### src/rtl/router_pkt_ctrl.sv
// router_pkt_ctrl: packet-sequencing FSM for the 1x3 router (header decode, byte-load sequencing, stalls).
// Define ROUTER_PKT_CTRL_WAIT_TIMEOUT_EN to abort a WAIT_TILL_EMPTY that outlasts WAIT_TIMEOUT cycles.
module router_pkt_ctrl #(
  parameter int unsigned WAIT_TIMEOUT = 64,
  parameter int unsigned TMO_W        = 7
) (
  input  logic       clock,
  input  logic       resetn,
  input  logic       pkt_valid,
  input  logic [1:0] data_in,
  input  logic       fifo_full,
  input  logic       fifo_empty_0,
  input  logic       fifo_empty_1,
  input  logic       fifo_empty_2,
  input  logic       soft_reset_0,
  input  logic       soft_reset_1,
  input  logic       soft_reset_2,
  input  logic       parity_done,
  input  logic       low_pkt_valid,
  output logic       detect_add,
  output logic       lfd_state,
  output logic       ld_state,
  output logic       laf_state,
  output logic       full_state,
  output logic       write_enb_reg,
  output logic       rst_int_reg,
  output logic       busy,
  output logic       wait_timeout
);

  typedef enum logic [2:0] {
    DECODE_ADDRESS     = 3'd0,
    LOAD_FIRST_DATA    = 3'd1,
    LOAD_DATA          = 3'd2,
    LOAD_PARITY        = 3'd3,
    FIFO_FULL_STATE    = 3'd4,
    LOAD_AFTER_FULL    = 3'd5,
    WAIT_TILL_EMPTY    = 3'd6,
    CHECK_PARITY_ERROR = 3'd7
  } state_e;

  state_e     state_q, state_d;
  logic [1:0] addr_q, addr_d;
  logic [3:0] empty_vec, srst_vec;
  logic       tgt_empty, tgt_srst, timeout_hit;

  // Port 3 does not exist: its slot reads as "not empty" and "no soft reset".
  assign empty_vec = {1'b0, fifo_empty_2, fifo_empty_1, fifo_empty_0};
  assign srst_vec  = {1'b0, soft_reset_2, soft_reset_1, soft_reset_0};
  assign tgt_empty = empty_vec[(state_q == DECODE_ADDRESS) ? data_in : addr_q];
  assign tgt_srst  = srst_vec[addr_q];

`ifdef ROUTER_PKT_CTRL_WAIT_TIMEOUT_EN
  logic [TMO_W-1:0] tmo_q, tmo_d;
  logic             wait_timeout_q, wait_timeout_d;

  assign timeout_hit = (state_q == WAIT_TILL_EMPTY) && !tgt_empty &&
                       (tmo_q == TMO_W'(WAIT_TIMEOUT - 1));
`else
  logic unused_tmo_cfg;
  assign unused_tmo_cfg = ^{WAIT_TIMEOUT[0], TMO_W[0]};
  assign timeout_hit    = 1'b0;
`endif

  always_comb begin
    // NOTE: every variable gets a default first so no path leaves it unassigned (no latches).
    state_d = state_q;
    addr_d  = addr_q;
    if (state_q == DECODE_ADDRESS && pkt_valid) addr_d = data_in;

    if (state_q != DECODE_ADDRESS && tgt_srst) begin
      state_d = DECODE_ADDRESS;
    end else begin
      case (state_q)
        DECODE_ADDRESS:
          if (pkt_valid && data_in != 2'd3)
            state_d = tgt_empty ? LOAD_FIRST_DATA : WAIT_TILL_EMPTY;
        LOAD_FIRST_DATA: state_d = LOAD_DATA;
        LOAD_DATA:
          if (fifo_full)       state_d = FIFO_FULL_STATE;
          else if (!pkt_valid) state_d = LOAD_PARITY;
        FIFO_FULL_STATE:
          if (!fifo_full) state_d = LOAD_AFTER_FULL;
        LOAD_AFTER_FULL:
          if (parity_done)        state_d = DECODE_ADDRESS;
          else if (low_pkt_valid) state_d = LOAD_PARITY;
          else                    state_d = LOAD_DATA;
        LOAD_PARITY: state_d = CHECK_PARITY_ERROR;
        CHECK_PARITY_ERROR:
          state_d = fifo_full ? FIFO_FULL_STATE : DECODE_ADDRESS;
        WAIT_TILL_EMPTY:
          if (tgt_empty)        state_d = LOAD_FIRST_DATA;
          else if (timeout_hit) state_d = DECODE_ADDRESS;
        default: state_d = DECODE_ADDRESS;
      endcase
    end
  end

  // NOTE: reset here is synchronous, so it is sampled only on the clock edge.
  always_ff @(posedge clock) begin
    if (!resetn) begin
      // NOTE: sequential state uses non-blocking assignments so all flops update together.
      state_q <= DECODE_ADDRESS;
      addr_q  <= '0;
    end else begin
      state_q <= state_d;
      addr_q  <= addr_d;
    end
  end

`ifdef ROUTER_PKT_CTRL_WAIT_TIMEOUT_EN
  // Counter is zero outside the wait, so it starts from zero on every entry.
  always_comb begin
    tmo_d          = '0;
    wait_timeout_d = timeout_hit && !tgt_srst;
    if (state_q == WAIT_TILL_EMPTY && state_d == WAIT_TILL_EMPTY)
      tmo_d = tmo_q + TMO_W'(1);
  end

  always_ff @(posedge clock) begin
    if (!resetn) begin
      tmo_q          <= '0;
      wait_timeout_q <= 1'b0;
    end else begin
      tmo_q          <= tmo_d;
      wait_timeout_q <= wait_timeout_d;
    end
  end

  assign wait_timeout = wait_timeout_q;
`else
  assign wait_timeout = 1'b0;
`endif

  assign detect_add    = (state_q == DECODE_ADDRESS);
  assign lfd_state     = (state_q == LOAD_FIRST_DATA);
  assign ld_state      = (state_q == LOAD_DATA);
  assign laf_state     = (state_q == LOAD_AFTER_FULL);
  assign full_state    = (state_q == FIFO_FULL_STATE);
  assign write_enb_reg = (state_q == LOAD_DATA) || (state_q == LOAD_PARITY) ||
                         (state_q == LOAD_AFTER_FULL);
  assign rst_int_reg   = (state_q == CHECK_PARITY_ERROR);
  assign busy          = !((state_q == DECODE_ADDRESS) || (state_q == LOAD_DATA));

endmodule
### config.mk
export PLATFORM = sky130hd
export DESIGN_NAME = router_pkt_ctrl
export DESIGN_NICKNAME = d
export VERILOG_FILES = /design/src/rtl/router_pkt_ctrl.sv
export SDC_FILE = /design/constraint.sdc
export NUM_CORES = 1
export LEC_CHECK = 0
export ABC_AREA = 1
export CAP_MARGIN = 40
export CORE_AREA = 2 2 39 41
export CTS_CLUSTER_DIAMETER = 30
export CTS_CLUSTER_SIZE = 28
export DETAILED_ROUTE_END_ITERATION = 8
export DIE_AREA = 0 0 41 43
export DONT_BUFFER_PORTS = 1
export PLACE_DENSITY = 0.58
export SYNTH_ARGS = -nofsm -noshare
export SYNTH_HDL_FRONTEND = slang
export SYNTH_SLANG_ARGS = --single-unit
export TNS_END_PERCENT = 1
### constraint.sdc
create_clock -name clock -period 1.6 [get_ports clock]
set_input_delay 0.16 -clock clock [delete_from_list [all_inputs] [get_ports clock]]
set_output_delay 0.16 -clock clock [all_outputs]
set_load 0.005 [all_outputs]
* Word-level counts from Yosys, hierarchy flattened *
Cells that the tools add are included.

word-level totals
  logic and storage cells = 43
  flip-flop bits (word level) = 5
  input bits = 14

operators by class
  bitwise gates (word level) = 1
  equality and inequality tests = 12
  multiplexer cells = 15
  magnitude comparators = 2
  reductions and logical operators = 11

operators with widths
  kind                                                                     number
  3-bit one-hot mux with 8 select lines                                    1
  3-bit two-way mux                                                        7
  3-bit == test, second input constant                                     4
  3-bit by 2-bit == test with 1-bit output, second input constant          2
  2-bit by 3-bit < comparator with 1-bit output, second input constant     2
  2-bit inequality test, second input constant                             3
  1-bit binary-select mux with 2-bit select                                2
  2-bit two-way mux                                                        2
  4-bit AND reduction                                                      1
  3-bit by 1-bit == test with 1-bit output, second input constant          1
  1-bit logical AND                                                        3
  3-bit zero test                                                          1
  1-bit logical OR                                                         3
  1-bit two-way mux                                                        3
  3-bit inequality test, second input constant                             1
  3-bit nonzero test                                                       1
  2-bit by 1-bit inequality test with 1-bit output, second input constant  1
  2-bit OR reduction                                                       1
  1-bit zero test                                                          1
  1-bit inverter                                                           1

* Logic depth before layout (Yosys ltp) *
  depth in word-level cells = 7
  depth in mapped cells = 9

* Worst setup path after synthesis *
Ideal clock, no wire load.

  path type = reg2reg
  start = register state_q[1]
  end = register state_q[1]
  clock period less this slack = 1,252 ps
  setup time = 123 ps
  required time = 1,477 ps
  data arrival time = 1,129 ps
  stages on the path, launching flop included = 10
  setup slack = 348 ps
  cell sequence = dfxtp_1 -> nor2_4 -> nand2_4 -> nand2_1 -> o21ai_2 -> nand3_2 -> nand3_2 -> nand2_2 -> nor2_1 -> nor3_2

between the ends
  cells in the longest elaborated chain, start to end = 7
  elaborated cells on any way between the ends = 22

RTL lines
  what                                       line    source
  from (decl)                                42      state_e state_q, state_d;
  from (signal assigned)                     106     state_q <= state_d;
  3-bit zero test                            50, 74
  2-bit two-way mux                          50      assign tgt_empty = empty_vec[(state_q == DECODE_ADDRESS) ? data_in : addr_q];
  1-bit binary-select mux with 2-bit select  50
  1-bit two-way mux                          50
  3-bit two-way mux                          77      state_d = tgt_empty ? LOAD_FIRST_DATA : WAIT_TILL_EMPTY;
  3-bit two-way mux                          76      if (pkt_valid && data_in != 2'd3)
  3-bit one-hot mux with 8 select lines      74      case (state_q)

Parallel ways exist; a longest one is shown, timed or not. The select of a mux whose other input is x is not followed.
A chain may end at the register's enable or synchronous reset.

* Final worst setup path *
  start = register state_q[0]
  end = output write_enb_reg

between the ends
  elaborated cells on any way between the ends = 5

RTL lines
  what                 line  source
  3-bit == test        n/a
  named net laf_state  23    output logic laf_state,
  1-bit logical OR     140   assign write_enb_reg = (state_q == LOAD_DATA) || (state_q == LOAD_PARITY) ||
  to (decl)            25    output logic write_enb_reg,

The timed path passes the listed nets, and every way through them passes these cells.

==> qor.tcl <==
set qor(grt-ovfl-total) 0
set qor(final_net_count) 104
set qor(dieArea_sq_um) 1763
set qor(syn-cell-area_sq_um) 516.7
set qor(synthesis.nets) 99
set qor(cts_sinks) 5
set qor(avgRoutedWirePerCell_um) 10.84
set qor(ant_nets) 0
set qor(drv_slew) 0
set qor(ys_types) 24
set qor(cts_post_setup_buffers_inserted) 0
set qor(ys_top_cells_by_count) {sky130_fd_sc_hd__nand2_1 (18), sky130_fd_sc_hd__inv_1 (12), sky130_fd_sc_hd__nand3_1 (8)}
set qor(critPathCaptureType) {output pin}
set qor(num_antenna_cells) 0
set qor(ctsLongestPathBuffers) 2
set qor(cts_root_buf) {sky130_fd_sc_hd__clkbuf_4}
set qor(route.detailed.drc) 0
set qor(clock_tree.htree_level_count) 1
set qor(worst_setup_skew_after_layout_ns) 0.002399
set qor(post_route_total_power_mw) 0.9551
set qor(placeableCoreArea_sq_um) 1384
set qor(ff2ff_path_depth) 7
set qor(hold_viol_final) 0
set qor(synth.yosys.seq_area_share_pct) 19.37
set qor(status) {completed}
set qor(grt_first_pass_wirelength_um) 2001
set qor(finalWeightedCongestion) 0.7818
set qor(syn_inst) 85
set qor(finish.utilization_pct) 40.69
set qor(setup-tns-final_ns) 0
set qor(worst-r2r-setup-slack_ns) 0.19
set qor(number_of_enable_flip_flop_cells_after_synthesis) 0
set qor(static-leakage-power_nw) 0.2858
set qor(yosys_register_bits) 5
set qor(first_iter_violations) 8
set qor(syn_avg_cell_area_sq_um) 6.079
set qor(min_to) {addr_q[0]$_SDFFE_PN0P_}
set qor(r2r-start) {state_q[1]$_SDFFE_PP0P_}
set qor(worst_ir_drop_vdd_v) 0.0006590
set qor(highest_clock_rate_ghz) 0.6973
set qor(ios) 23
set qor(area_delta_synth_final_pct) 8.959
set qor(reg2reg_to) {state_q[1]$_SDFFE_PP0P_}
set qor(routed-via-count) 520
set qor(setup.worst_path.start_class) {flop}
set qor(report.final.setup_viol) 0
set qor(whs_path_depth) 1
set qor(drt_pre_antenna_iters) 2
set qor(synthDominantCellAreaShare_pct) 19.37
set qor(timing_worst_setup_path_type) {flop to output pin}
set qor(hold_path_class) {primary input to flop}
set qor(initial_antenna_violation_count) 0
set qor(rows) 14
set qor(clock_latency_ns) 0.24
set qor(detail_route.vias_per_cell) 4.952
set qor(fp.dieH_um) 43
set qor(cts_resized) 0
set qor(power.density_nw_per_um2) 1696
set qor(synthMostInstantiatedCell) {sky130_fd_sc_hd__nand2_1}
set qor(clock_tree_from_tritoncts) {yes}
set qor(critical_path.max_fanout) 5
set qor(critical_path_required_ns) 1.44
set qor(asyncSetResetFlopFracSynth_pct) 0
set qor(nFillCells) 161
set qor(post_route_cells_drive_above_1_share_pct) 23.60
set qor(postCtsHoldBufs) 0
set qor(synth_top_cell_by_area) {sky130_fd_sc_hd__dfxtp_1}
set qor(critPathArrivalTime_ns) 1.27
set qor(chipWidth_um) 41
set qor(drv_cap) 0
set qor(hold_path_startpoint) {resetn}
set qor(post_synth_main_area_contributors) {sky130_fd_sc_hd__dfxtp_1 (19%), sky130_fd_sc_hd__nand2_1 (13%), sky130_fd_sc_hd__inv_1 (8.7%)}
set qor(fin_crit_sh_pct) 89.63
set qor(ys_warn_count) 0
set qor(initial_core_util_pct) 37.34
set qor(numCtsBuffers) 3
set qor(wl_um) 1138
set qor(path_clk_slew_ns) 0.04
set qor(layout_min_cycle_time_ns) 1.434
set qor(grt_setup_unrepaired) {false}
set qor(via_count_of_the_first_global_routing_pass) 500
set qor(dp_hpwl_um) 977.5
set qor(yosys_most_used_dff) {sky130_fd_sc_hd__dfxtp_1}
set qor(pin_count_of_the_biggest_net_entering_global_routing) 11
set qor(grtUsageTotal_pct) 16.67
set qor(numPortBuffers) 0
## kinds of logic (layout without fill, tap and decap cells)
| kind of cell | count (synthesis) | count (layout) | synth area share (%) |
|---|---|---|---|
| simple gates | 49 | 49 | 50.85 |
| buf+inv | 16 | 20 | 12.83 |
| compound gates | 14 | 14 | 16.22 |
| flops | 5 | 5 | 19.37 |
| other cells | 1 | 1 | 0.7257 |
## power by group
part | leakage, nW | internal [mW] | switching [mW]
sequential | 0.0413 | 0.166 | 0.0514
clock | 0.0150 | 0.0939 | 0.0453
combinational | 0.230 | 0.207 | 0.391
total | 0.286 | 0.467 | 0.488
## worst max-delay path: stages, from the launching register on
cell	delay [ns]
sky130_fd_sc_hd__dfxtp_1	0.43
sky130_fd_sc_hd__inv_1	0.12
sky130_fd_sc_hd__nor3_2	0.30
sky130_fd_sc_hd__o21bai_1	0.18
## sequential cells by signal (all words and copies together), names as in the netlist
signal	flops
state_q	3
addr_q	2
## layer usage
layer	global-route usage, %	vias up	part of all wire (%)
li1	-	281	-
met3	4.712	2	4.7
met1	20.58	229	43
met5	0	-	0
met2	24.38	8	51
met4	10.00	0	1.1
## worst max path at each step
stage,startpoint,slack (ns),end
finish,state_q[0]$_SDFFE_PP0P_,0.17,write_enb_reg
floorplan,state_q[1]$_SDFFE_PP0P_,0.35,state_q[1]$_SDFFE_PP0P_
detailed placement,state_q[1]$_SDFFE_PP0P_,0.19,state_q[1]$_SDFFE_PP0P_
global route,state_q[1]$_SDFFE_PP0P_,0.02,state_q[1]$_SDFFE_PP0P_
CTS,state_q[0]$_SDFFE_PP0P_,0.15,write_enb_reg
global placement,state_q[1]$_SDFFE_PP0P_,0.20,state_q[1]$_SDFFE_PP0P_
## stage by stage
| step | std cells | cell area (sq um) | setup slack, ns | hold WS, ns |
|---|---|---|---|---|
| 3_3_place_gp | 101 | 536.8 | 0.2021 | 0.3218 |
| 3_5_place_dp | 101 | 536.8 | 0.1922 | 0.3220 |
| 2_1_floorplan | 85 | 516.7 | 0.3478 | 0.3018 |
| 4_1_cts | 105 | 563.0 | 0.1504 | 0.06636 |
| 6_report | 105 | 563.0 | 0.1660 | 0.07283 |
| 5_1_grt | 105 | 563.0 | 0.01932 | 0.05481 |
## layout by cell type (no fill, tap or decap)
cell	synthesis	routed
sky130_fd_sc_hd__clkbuf_1	0	1
sky130_fd_sc_hd__nor2_2	1	1
sky130_fd_sc_hd__nand3_1	8	8
sky130_fd_sc_hd__o22ai_1	1	1
sky130_fd_sc_hd__nor3_1	3	3
sky130_fd_sc_hd__nand2_2	4	4
sky130_fd_sc_hd__o211a_1	1	1
sky130_fd_sc_hd__dfxtp_1	5	5
sky130_fd_sc_hd__o21ai_2	1	1
sky130_fd_sc_hd__o21ai_0	1	1
sky130_fd_sc_hd__conb_1	1	1
sky130_fd_sc_hd__inv_2	2	2
sky130_fd_sc_hd__nor2_1	7	7
sky130_fd_sc_hd__o21ai_1	2	2
sky130_fd_sc_hd__buf_4	1	1
sky130_fd_sc_hd__o21bai_1	1	1
sky130_fd_sc_hd__nand3_2	3	3
sky130_fd_sc_hd__nor2_4	1	1
sky130_fd_sc_hd__nor3_2	3	3
sky130_fd_sc_hd__a31oi_1	1	1
sky130_fd_sc_hd__inv_1	12	12
sky130_fd_sc_hd__nand2_4	1	1
sky130_fd_sc_hd__nand2_1	18	18
sky130_fd_sc_hd__clkbuf_4	0	3
sky130_fd_sc_hd__inv_4	1	1
sky130_fd_sc_hd__a21oi_1	6	6
## layout make-up
cell class | instances | area (sq um) | share of cell area (%)
clock buffers | 4 | 26.28 | 4.667
inverters | 15 | 58.81 | 10.44
multi-input cells | 64 | 350.3 | 62.22
flip-flops and latches | 5 | 100.1 | 17.78
well taps | 16 | 20.02 | 3.556
repair buffers | 1 | 7.507 | 1.333
(Power assumes the default switching activity.)
